File: src/rtl/tt_um_jleugeri_ttt_event_fifo.sv
// Output event buffer for the TTT core.
// Each start/stop event is stamped with the current time step and queued.
// The host drains the queue over a first-word-fall-through pop handshake.
module tt_um_jleugeri_ttt_event_fifo #(
  parameter  int NUM_PROCESSORS = 10,
  parameter  int FIFO_DEPTH     = 8,
  parameter  int TIME_BITS      = 8,
  parameter  int DROP_BITS      = 4,
  localparam int PID_BITS       = $clog2(NUM_PROCESSORS),
  localparam int PTR_BITS       = $clog2(FIFO_DEPTH),
  localparam int DATA_BITS      = TIME_BITS + PID_BITS + 2
) (
  input  logic                 clock_fast,
  input  logic                 reset,
  input  logic                 event_valid_in,
  input  logic [PID_BITS-1:0]  processor_id_in,
  input  logic [1:0]           token_startstop_in,
  input  logic [1:0]           stage_in,
  input  logic                 pop,
  output logic [DATA_BITS-1:0] data_out,
  output logic                 data_valid,
  output logic [PTR_BITS:0]    fifo_count,
  output logic                 overflow,
  output logic [DROP_BITS-1:0] dropped_count,
  input  logic                 clear_overflow,
  output logic [TIME_BITS-1:0] time_step
);

  localparam logic [PTR_BITS:0]    FULL_COUNT = (PTR_BITS + 1)'(FIFO_DEPTH);
  localparam logic [DROP_BITS-1:0] DROP_MAX   = '1;

  logic [DATA_BITS-1:0] mem_q [FIFO_DEPTH];
  logic [PTR_BITS-1:0]  wrPtr_q, wrPtr_d;
  logic [PTR_BITS-1:0]  rdPtr_q, rdPtr_d;
  logic [PTR_BITS:0]    count_q, count_d;
  logic                 dataValid_q;
  logic                 overflow_q, overflow_d;
  logic [DROP_BITS-1:0] dropped_q, dropped_d;
  logic [TIME_BITS-1:0] timeStep_q, timeStep_d;
  logic [1:0]           stagePrev_q;

  logic pushReq;
  logic popEff;
  logic isFull;
  logic pushAcc;
  logic dropEvt;
  logic [DATA_BITS-1:0] pushWord;

  // Classify this cycle's push/pop requests; a full FIFO still accepts a push if a pop frees a slot.
  always_comb begin
    pushReq  = event_valid_in && ((token_startstop_in == 2'b10) || (token_startstop_in == 2'b01));
    popEff   = pop && (count_q != '0);
    isFull   = (count_q == FULL_COUNT);
    pushAcc  = pushReq && (!isFull || popEff);
    dropEvt  = pushReq && isFull && !popEff;
    pushWord = {timeStep_q, processor_id_in, token_startstop_in};
  end

  // Next pointer and occupancy values from the accepted push/pop pair.
  always_comb begin
    wrPtr_d = wrPtr_q;
    rdPtr_d = rdPtr_q;
    count_d = count_q;
    if (pushAcc) begin
      wrPtr_d = wrPtr_q + PTR_BITS'(1);
    end
    if (popEff) begin
      rdPtr_d = rdPtr_q + PTR_BITS'(1);
    end
    case ({pushAcc, popEff})
      2'b10:   count_d = count_q + (PTR_BITS + 1)'(1);
      2'b01:   count_d = count_q - (PTR_BITS + 1)'(1);
      default: count_d = count_q;
    endcase
  end

  // Sticky overflow and saturating drop counter; a clear in the same cycle beats a drop.
  always_comb begin
    overflow_d = overflow_q;
    dropped_d  = dropped_q;
    if (clear_overflow) begin
      overflow_d = 1'b0;
      dropped_d  = '0;
    end else if (dropEvt) begin
      overflow_d = 1'b1;
      if (dropped_q != DROP_MAX) begin
        dropped_d = dropped_q + DROP_BITS'(1);
      end
    end
  end

  // The time step advances when the core leaves its output-scan stage (10 -> 00).
  always_comb begin
    timeStep_d = timeStep_q;
    if ((stagePrev_q == 2'b10) && (stage_in == 2'b00)) begin
      timeStep_d = timeStep_q + TIME_BITS'(1);
    end
  end

  // Control and status registers, all cleared by the synchronous reset.
  always_ff @(posedge clock_fast) begin
    if (reset) begin
      wrPtr_q     <= '0;
      rdPtr_q     <= '0;
      count_q     <= '0;
      dataValid_q <= 1'b0;
      overflow_q  <= 1'b0;
      dropped_q   <= '0;
      timeStep_q  <= '0;
      stagePrev_q <= 2'b00;
    end else begin
      wrPtr_q     <= wrPtr_d;
      rdPtr_q     <= rdPtr_d;
      count_q     <= count_d;
      dataValid_q <= (count_d != '0);
      overflow_q  <= overflow_d;
      dropped_q   <= dropped_d;
      timeStep_q  <= timeStep_d;
      stagePrev_q <= stage_in;
    end
  end

  // Storage array is not reset; only slots behind valid pointers are ever read as valid data.
  always_ff @(posedge clock_fast) begin
    if (pushAcc) begin
      mem_q[wrPtr_q] <= pushWord;
    end
  end

  // Head entry falls through straight from the registered read pointer.
  always_comb begin
    data_out      = mem_q[rdPtr_q];
    data_valid    = dataValid_q;
    fifo_count    = count_q;
    overflow      = overflow_q;
    dropped_count = dropped_q;
    time_step     = timeStep_q;
  end

endmodule
File: config.mk
export PLATFORM = sky130hd
export DESIGN_NAME = tt_um_jleugeri_ttt_event_fifo
export DESIGN_NICKNAME = d
export VERILOG_FILES = /design/src/rtl/tt_um_jleugeri_ttt_event_fifo.sv
export SDC_FILE = /design/constraint.sdc
export NUM_CORES = 1
export LEC_CHECK = 0
export CAP_MARGIN = 20
export CORE_ASPECT_RATIO = 0.6
export CORE_MARGIN = 1
export CORE_UTILIZATION = 49
export CTS_CLUSTER_SIZE = 25
export DETAILED_ROUTE_END_ITERATION = 8
export GPL_TIMING_DRIVEN = 1
export PLACE_DENSITY = 0.68
export SYNTH_ARGS = -nofsm -noshare
export SYNTH_HDL_FRONTEND = slang
export SYNTH_SLANG_ARGS = --single-unit
File: constraint.sdc
create_clock -name clock_fast -period 4.4 [get_ports clock_fast]
set_clock_uncertainty 0.15 [all_clocks]
set_input_delay 0.88 -clock clock_fast [delete_from_list [all_inputs] [get_ports clock_fast]]
set_output_delay 0.88 -clock clock_fast [all_outputs]
set_load 0.01 [all_outputs]
==> flow_metrics.env, run 1 <==
export IMPL_cts_hold_buf=0
export IMPL_synth_top_area_share_pct=61.2
export IMPL_yosysWarnings=0
export IMPL_drt_initial_drc_count=216
export IMPL_min_period_over_period_pct=86.2
export IMPL_placedCellCount=487
export IMPL_power_density_mw_per_mm2=527
export IMPL_async_reset_ff_share_pct=0
export IMPL_hold_viol=0
export IMPL_final_cells=520
export IMPL_grt_pass1_wl_um=17100
export IMPL_numCtsBuffers=17
export IMPL_hold_class="flop to flop"
export IMPL_synth_cell_types=38
export IMPL_drt_total_wl_um=10700
export IMPL_cp_max_fo=14
export IMPL_drive_gt1_share_pct=27.0
export IMPL_io_pins=45
export IMPL_setup_tns_ns=0
export IMPL_cts_sinks=141
export IMPL_synth_most_common_cell="edfxtp_1"
export IMPL_syn_to_final_growth_pct=25.6
export IMPL_drc=4
export IMPL_syn_inst=298
export IMPL_maxCapViolations=0
export IMPL_cts_clk_slew_worst_paths_ns=0.06
export IMPL_synth_common_cells="edfxtp_1 (112), dfxtp_1 (29), mux4_2 (28), nor2_1 (21), mux2_2 (14)"
export IMPL_grt_ovfl_total=0
export IMPL_antenna_cells=0
export IMPL_final_nets=386
export IMPL_drt_first_pass_iters=6
export IMPL_outcome="finished, violations left"
export IMPL_cts_root_buf="clkbuf_16"
export IMPL_violations="DRC"
export IMPL_ys_seq_area_share_pct=71.8
export IMPL_utilization_pct=64.3
export IMPL_grt_max_degree=29
export IMPL_crit_arrival_ns=2.76
export IMPL_die_height_um=84.0
export IMPL_crit_required_ns=3.37
export IMPL_post_cts_setup_buffers=0
export IMPL_critPathCaptureType="output port"
export IMPL_fp_dieW_um=139
export IMPL_routedWlPerCell_um=20.7
export IMPL_synth_edff_count=112
export IMPL_grt_use_total_pct=20.6
export IMPL_clk_latency_ns=0.41
export IMPL_first_global_vias=3000
export IMPL_rsz0062_at_grt="no"
export IMPL_finalMaxSlewViolations=0
export IMPL_gp_congestion=0.791
export IMPL_p_leak_nw=2.23
export IMPL_synth_top_cells_by_area="edfxtp_1 (61%), mux4_2 (11%), dfxtp_1 (11%)"
export IMPL_worstMarginPinSlew_ns=0.804
export IMPL_max_freq_mhz=264
export IMPL_yosys_area_top_type="edfxtp_1"
export IMPL_syn_area_mm2=0.00550
export IMPL_cts_resized=0
export IMPL_rows=29
export IMPL_cts_buffer_depth=2
export IMPL_vias=2916
export IMPL_path_class="flop to output port"
export IMPL_whs_ns=0.344
export IMPL_htree_levels=4
export IMPL_synth_ff_latch_count=141
export IMPL_core_area_mm2=0.0107
export IMPL_antenna_found_initial=0
export IMPL_avgSynthCellArea_um2=18.4
export IMPL_dpl_hpwl_um=6720
export IMPL_setup_viol=0
export IMPL_vias_per_cell=5.61
export IMPL_maxSlewHeadroom_pct=46.3
export IMPL_portBuffers=44
export IMPL_vdd_drop_max_v=0.000405
export IMPL_start_util_pct=51.2
export IMPL_start_kind="flop"
export IMPL_cts_tree="yes"
export IMPL_die_area_mm2=0.0117
export IMPL_syn_nets=316
export IMPL_ys_flop_type="edfxtp_1"
export IMPL_fillers=735
export IMPL_fin_crit_ns=3.79
export IMPL_final_antenna_net_count=0
final timing paths:
kind / slack [ns] / start / to / cells past startpoint
max: 0.61 / flop / data_out[13] / 4
min: 0.34 / rdPtr_q[2] / rdPtr_q[2] / 2
max reg2reg: 1.91 / fifo_count[2] / data_valid / 8
min reg2reg: 0.34 / rdPtr_q[2] / rdPtr_q[2] / 2
flip-flops by register name, indices dropped and copies added (netlist names), named ones only:
| signal | flops |
|---|---|
| mem_q | 112 |
| time_step | 8 |
| dropped_count | 4 |
| fifo_count | 4 |
| rdPtr_q | 3 |
| wrPtr_q | 3 |
| stagePrev_q | 2 |
| data_valid | 1 |
| overflow | 1 |
metrics by stage:
step                total power, mW  setup WS [ns]  instance area, um^2
finish                         3.63          0.607                 6900
global route                   3.78          0.451                 6900
CTS                            3.67          0.529                 6890
detailed placement             2.14          0.657                 6220
global placement               2.13          0.815                 6220
floorplan                      1.92          0.830                 5500
area by class of cell:
cell class              instances  area (um^2)  share of cell area, %
clock buffers                  29          648                   9.39
clock inverters                 3         21.3                  0.308
inverters                       1         3.75                 0.0544
multi-input cells             145         1530                   22.1
flip-flops and latches        141         3950                   57.2
well taps                     139          174                   2.52
repair buffers                 62          583                   8.45
routing by layer:
metal,vias to the layer above,share of wire (%),GRT usage [%]
li1,1332,-,-
met1,1509,49,30.6
met2,71,46,29.2
met3,4,4.6,5.45
met4,0,0.55,7.58
met5,-,0,0
power breakdown:
group	internal (mW)	leakage [nW]	switching (mW)	total, mW
logic	0.329	0.703	0.229	0.558
registers	1.47	1.19	0.0772	1.55
clock network	1.00	0.334	0.521	1.52
total	2.81	2.23	0.827	3.63
worst max-delay path: stages, from the launching register on:
cell and delay (ns):
dfxtp_2 0.68, buf_4 0.36, mux4_2 0.57, mux2_2 0.28, clkdlybuf4s50_1 0.48
cells in the final DEF, fill, tap and decap left out, types with 2 or more instances in the layout:
master,count
nand3_1,6
xor2_1,10
and3_1,3
a21oi_1,3
edfxtp_1,112
clkbuf_8,5
clkdlybuf4s50_1,44
nor3_2,6
a21o_1,2
nand4_1,3
nor2_1,21
mux2i_1,4
nor2b_1,3
xnor2_1,7
a31oi_1,3
clkbuf_16,23
buf_4,17
nand2_1,6
dfxtp_1,28
mux2_2,14
nor3_1,4
mux4_2,28
inv_4,2
nand2b_1,2
ha_1,5
cells by family after synthesis:
logic type               after synthesis  synth area share (%)
buffers and inverters                 12                 0.911
multiplexers                          46                  15.1
AND/OR/NAND/NOR                       60                  5.81
XOR/XNOR                              17                  2.71
AO/OA/AOI/OAI                         17                  2.60
adder cells (fa/ha/maj)                5                  1.14
flip-flops                           141                  71.8
No activity file was read; power rests on OpenSTA's default activity.
==> inputs of run 2 (changes only) <==
--- a/config.mk
+++ b/config.mk
@@ -13,6 +13,7 @@
 export DETAILED_ROUTE_END_ITERATION = 8
 export GPL_TIMING_DRIVEN = 1
 export PLACE_DENSITY = 0.68
+export RECOVER_POWER = 100
 export SYNTH_ARGS = -nofsm -noshare
 export SYNTH_HDL_FRONTEND = slang
 export SYNTH_SLANG_ARGS = --single-unit
==> run 2 against run 1 <==
  * The flow still finishes with violations (DRC)
  * Die area unchanged
  * Maximum frequency fell by 4.2%
  * Non-clock buffer count stayed put
  * Count of clock-buffer cells in the layout unchanged
  * First-iteration DRC count shrank 9.7%
  * Cell count stayed put
==> flow_metrics.env, run 2 (same netlist as run 1, synthesis figures left out) <==
export IMPL_r2r_start="fifo_count[2]"
export IMPL_whs_ns=0.344
export IMPL_cp_endpoint="data_out[13]"
export IMPL_finalPower_mw=3.60
export IMPL_die_area_mm2=0.0117
export IMPL_die_height_um=84.0
export IMPL_worstMarginPinSlew_ns=1.21
export IMPL_setup_viol=0
export IMPL_layout_common_cells="edfxtp_1 (112), mux4_2 (28), dfxtp_1 (28)"
export IMPL_cts_resized=0
export IMPL_crit_arrival_ns=2.93
export IMPL_gp_congestion=0.791
export IMPL_setup_tns_ns=0
export IMPL_grt_use_total_pct=20.6
export IMPL_rows=29
export IMPL_grt_ovfl_total=0
export IMPL_outcome="finished, violations left"
export IMPL_fin_crit_ns=3.96
export IMPL_maxSlewHeadroom_pct=18.1
export IMPL_max_freq_mhz=253
export IMPL_vias=2943
export IMPL_start_kind="flop"
export IMPL_dpl_hpwl_um=6720
export IMPL_final_nets=386
export IMPL_hold_viol=0
export IMPL_cts_buffer_depth=2
export IMPL_drc=9
export IMPL_cp_max_fo=14
export IMPL_internal_power_mw=2.79
export IMPL_p_leak_nw=2.20
export IMPL_final_antenna_net_count=0
export IMPL_r2r_end="data_valid"
export IMPL_vdd_drop_max_v=0.000405
export IMPL_switching_share_pct=22.7
export IMPL_utilization_pct=63.1
export IMPL_cts_clk_slew_worst_paths_ns=0.06
export IMPL_grt_pass1_wl_um=17100
export IMPL_maxCapViolations=0
export IMPL_drive_gt1_share_pct=21.3
export IMPL_first_global_vias=3000
export IMPL_layout_commonest_cell="edfxtp_1"
export IMPL_regMostFlops="mem_q"
export IMPL_grt_max_degree=29
export IMPL_reg2reg_depth=8
export IMPL_hold_class="flop to flop"
export IMPL_portBuffers=44
export IMPL_switchingPower_uw=819
export IMPL_routedWlPerCell_um=20.7
export IMPL_clk_latency_ns=0.41
export IMPL_path_class="flop to output port"
export IMPL_antenna_cells=0
export IMPL_htree_levels=4
export IMPL_cts_sinks=141
export IMPL_core_area_mm2=0.0107
export IMPL_start_util_pct=51.2
export IMPL_worst_slack_ns=0.443
export IMPL_antenna_found_initial=0
export IMPL_finalMaxSlewViolations=0
export IMPL_cts_hold_buf=0
export IMPL_p_seq_share_pct=42.9
export IMPL_rsz0062_at_grt="no"
export IMPL_violations="DRC"
export IMPL_power_density_mw_per_mm2=532
export IMPL_drt_total_wl_um=10800
export IMPL_critPathCaptureType="output port"
export IMPL_r2r_slack_ns=1.41
export IMPL_drt_first_pass_iters=6
export IMPL_cts_root_buf="clkbuf_16"
export IMPL_syn_to_final_growth_pct=23.4
export IMPL_post_cts_setup_buffers=0
export IMPL_vias_per_cell=5.66
export IMPL_fp_dieW_um=139
export IMPL_largest_reg_flops=112
export IMPL_cts_tree="yes"
export IMPL_crit_required_ns=3.37
export IMPL_numCtsBuffers=17
export IMPL_drt_initial_drc_count=195
export IMPL_combPwrFrac_pct=14.8
export IMPL_min_period_over_period_pct=89.9
export IMPL_fillers=759
export IMPL_clkPwrFrac_pct=42.3
export IMPL_pre_cts_ws_ns=0.657
export IMPL_io_pins=45
==> run 2: cell count changes in the layout (fill, tap and decap cells not counted), sizes merged <==
cell           previous run  this run
buf                      18         1
clkbuf                   29        46
clkdlybuf4s50            44        17
dlygate4sd3               0        27
==> run 2: critical path, cell delays in order, from the launching register on <==
cell,delay (ns)
dfxtp_2,0.67
clkbuf_2,0.49
mux4_2,0.60
mux2_2,0.28
clkdlybuf4s50_1,0.48
==> run 2: metal layers <==
layer / global-route usage [%] / wire length, um / vias up
li1: - / - / 1334
met1: 30.6 / 5400 / 1523
met2: 29.2 / 4790 / 80
met3: 5.45 / 486 / 6
met4: 7.58 / 81 / 0
met5: 0 / 0 / -
==> run 2: layout make-up <==
class / count / area, um^2 / share of cell area (%)
flip-flops and latches: 141 / 3950 / 58.2
multi-input cells: 145 / 1470 / 21.7
clock buffers: 29 / 648 / 9.56
repair buffers: 62 / 513 / 7.57
well taps: 139 / 174 / 2.57
clock inverters: 3 / 21.3 / 0.314
inverters: 1 / 3.75 / 0.0554
==> run 2: power groups by stage <==
stage               clock [mW]  sequential [mW]  combinational [mW]
floorplan                    0             1.54               0.377
global placement             0             1.58               0.552
detailed placement           0             1.58               0.557
CTS                       1.55             1.55               0.563
global route              1.61             1.56               0.578
finish                    1.52             1.55               0.535
==> run 2: worst min-delay path by stage <==
stage	startpoint	end	slack, ns	cells past startpoint
5_1_grt	rdPtr_q[2]	flop	0.38	2
4_1_cts	rdPtr_q[2]	rdPtr_q[2]	0.34	2
3_5_place_dp	rdPtr_q[2]	rdPtr_q[2]	0.33	2
6_report	rdPtr_q[2]	rdPtr_q[2]	0.34	2
2_1_floorplan	rdPtr_q[2]	flop	0.31	2
3_3_place_gp	rdPtr_q[2]	rdPtr_q[2]	0.32	2
==> run 2: metrics by stage <==
step,area (um^2),std cells
2_1_floorplan,5500,298
3_3_place_gp,6220,487
3_5_place_dp,6220,487
4_1_cts,6890,519
5_1_grt,6780,520
6_report,6780,520
==> inputs of run 3 (changes only) <==
--- a/config.mk
+++ b/config.mk
@@ -7,12 +7,11 @@
 export LEC_CHECK = 0
 export CAP_MARGIN = 20
 export CORE_ASPECT_RATIO = 0.6
-export CORE_MARGIN = 1
 export CORE_UTILIZATION = 49
 export CTS_CLUSTER_SIZE = 25
 export DETAILED_ROUTE_END_ITERATION = 8
 export GPL_TIMING_DRIVEN = 1
-export PLACE_DENSITY = 0.68
+export PLACE_DENSITY = 0.69
 export RECOVER_POWER = 100
 export SYNTH_ARGS = -nofsm -noshare
 export SYNTH_HDL_FRONTEND = slang
==> constraint.sdc (replaced) <==
create_clock -name clock_fast -period 5.1 [get_ports clock_fast]
set_clock_uncertainty 0.15 [all_clocks]
set_input_delay 1.02 -clock clock_fast [delete_from_list [all_inputs] [get_ports clock_fast]]
set_output_delay 1.02 -clock clock_fast [all_outputs]
set_load 0.01 [all_outputs]
==> run 3 against run 2 <==
  * The flow still finishes with violations (DRC)
  * Cell count shrank 0.96%
  * Worst setup slack better by 0.28 ns
  * Sequential share of layout area rose by 0.25 points
  * Non-clock buffer count fell by 5
  * Global-route usage grew 0.25 points
  * Critical endpoint is now data_out[1]
  * Largest power group unchanged
==> flow_metrics.env, run 3 (same netlist as run 1, synthesis figures left out) <==
export IMPL_cts_clk_slew_worst_paths_ns=0.06
export IMPL_power_density_mw_per_mm2=458
export IMPL_syn_to_final_growth_pct=22.8
export IMPL_drt_initial_drc_count=228
export IMPL_grt_pass1_wl_um=17400
export IMPL_cts_resized=0
export IMPL_crit_required_ns=3.93
export IMPL_final_area_mm2=0.00675
export IMPL_hold_class="flop to flop"
export IMPL_hold_end="rdPtr_q[2]"
export IMPL_clk_latency_ns=0.41
export IMPL_max_freq_mhz=229
export IMPL_gp_congestion=0.821
export IMPL_p_leak_nw=2.19
export IMPL_r2r_slack_ns=2.43
export IMPL_fillers=751
export IMPL_drive_gt1_share_pct=21.5
export IMPL_finalMaxSlewViolations=0
export IMPL_start_kind="flop"
export IMPL_placedCellCount=483
export IMPL_rsz0062_at_grt="no"
export IMPL_final_nets=381
export IMPL_path_class="flop to output port"
export IMPL_regMostFlops="mem_q"
export IMPL_io_pins=45
export IMPL_hp_start="rdPtr_q[2]"
export IMPL_worstHoldPathCells=2
export IMPL_vias=2941
export IMPL_fin_crit_ns=4.37
export IMPL_min_period_over_period_pct=85.7
export IMPL_largest_reg_flops=112
export IMPL_portBuffers=44
export IMPL_layout_commonest_cell="edfxtp_1"
export IMPL_worstMarginPinSlew_ns=1.17
export IMPL_hold_viol=0
export IMPL_cts_sinks=141
export IMPL_utilization_pct=62.8
export IMPL_vias_per_cell=5.71
export IMPL_outcome="finished, violations left"
export IMPL_cts_root_buf="clkbuf_16"
export IMPL_vdd_drop_max_v=0.000294
export IMPL_violations="DRC"
export IMPL_r2r_end="mem_q[0][2]"
export IMPL_cts_buffer_depth=2
export IMPL_core_area_mm2=0.0107
export IMPL_grt_max_degree=29
export IMPL_cts_tree="yes"
export IMPL_maxSlewHeadroom_pct=21.9
export IMPL_grt_ovfl_total=0
export IMPL_cp_max_fo=14
export IMPL_die_area_mm2=0.0117
export IMPL_drt_first_pass_iters=8
export IMPL_reg2reg_depth=5
export IMPL_layout_common_cells="edfxtp_1 (112), dlygate4sd3_1 (37), dfxtp_1 (29)"
export IMPL_r2r_start="fifo_count[1]"
export IMPL_antenna_cells=0
export IMPL_post_cts_setup_buffers=0
export IMPL_routedWlPerCell_um=21.2
export IMPL_grt_use_total_pct=20.9
export IMPL_rows=29
export IMPL_cts_hold_buf=0
export IMPL_critPathCaptureType="output port"
export IMPL_start_util_pct=51.2
export IMPL_final_antenna_net_count=0
export IMPL_dpl_hpwl_um=6760
export IMPL_setup_tns_ns=0
export IMPL_htree_levels=4
export IMPL_final_cells=515
export IMPL_crit_arrival_ns=3.20
export IMPL_first_global_vias=3004
export IMPL_setup_viol=0
export IMPL_drt_total_wl_um=10900
export IMPL_drc=3
export IMPL_dpl_cell_area_mm2=0.00619
export IMPL_maxCapViolations=0
export IMPL_fp_dieW_um=139
export IMPL_antenna_found_initial=0
export IMPL_die_height_um=84.0
export IMPL_numCtsBuffers=17
[run 3: changes by cell type in the layout (fill, tap and decap cells not counted), moves of 2 or more]
cell             delta
dlygate4sd3_1      +10
clkbuf_1            -6
buf_4               +2
clkdlybuf4s50_1    -10
clkbuf_8            -4
clkbuf_16           -3
clkinv_4            +3
bufinv_16           +2
[run 3: routing by layer]
layer	up-vias	share of wire (%)	global-route usage, %
li1	1321	-	-
met5	-	0	0
met1	1499	49	31.6
met4	0	0.88	7.68
met2	112	43	28.7
met3	9	7.0	5.74
[run 3: report_power, final]
group          total, mW  internal, mW  leakage (nW)  switching, mW
clock               1.29         0.825         0.317          0.466
combinational      0.463         0.264         0.684          0.199
sequential          1.34          1.27          1.19         0.0642
[run 3: final cells by class]
type                       instances  area [um^2]  area share, %
clock buffer                      22          518           7.68
clock inverter                    10          121           1.80
inverter                           1         3.75         0.0556
multi-input combinational        145         1490           22.0
sequential                       141         3940           58.4
tap                              139          174           2.58
timing repair buffer              57          500           7.42
[run 3: how the worst max path moves through the flow]
stage | to | slack (ns) | cells past startpoint
2_1_floorplan | mem_q[0][0] | 1.39 | 5
3_3_place_gp | mem_q[4][4] | 1.25 | 6
3_5_place_dp | mem_q[6][9] | 1.12 | 6
4_1_cts | data_out[2] | 1.13 | 4
5_1_grt | data_out[3] | 0.53 | 4
6_report | data_out[1] | 0.73 | 4
[run 3: metrics by stage]
stage | hold slack (ns) | worst slack (ns) | total power [mW]
3_3_place_gp | 0.320 | 1.25 | 1.84
2_1_floorplan | 0.309 | 1.39 | 1.66
4_1_cts | 0.341 | 1.13 | 3.14
3_5_place_dp | 0.333 | 1.12 | 1.85
6_report | 0.341 | 0.727 | 3.09
5_1_grt | 0.358 | 0.531 | 3.21
[run 3: worst max-delay path, stage by stage (launching register included)]
cell and delay [ns]:
dfxtp_1 0.97, buf_4 0.39, mux4_2 0.54, mux2_2 0.28, dlygate4sd3_1 0.60
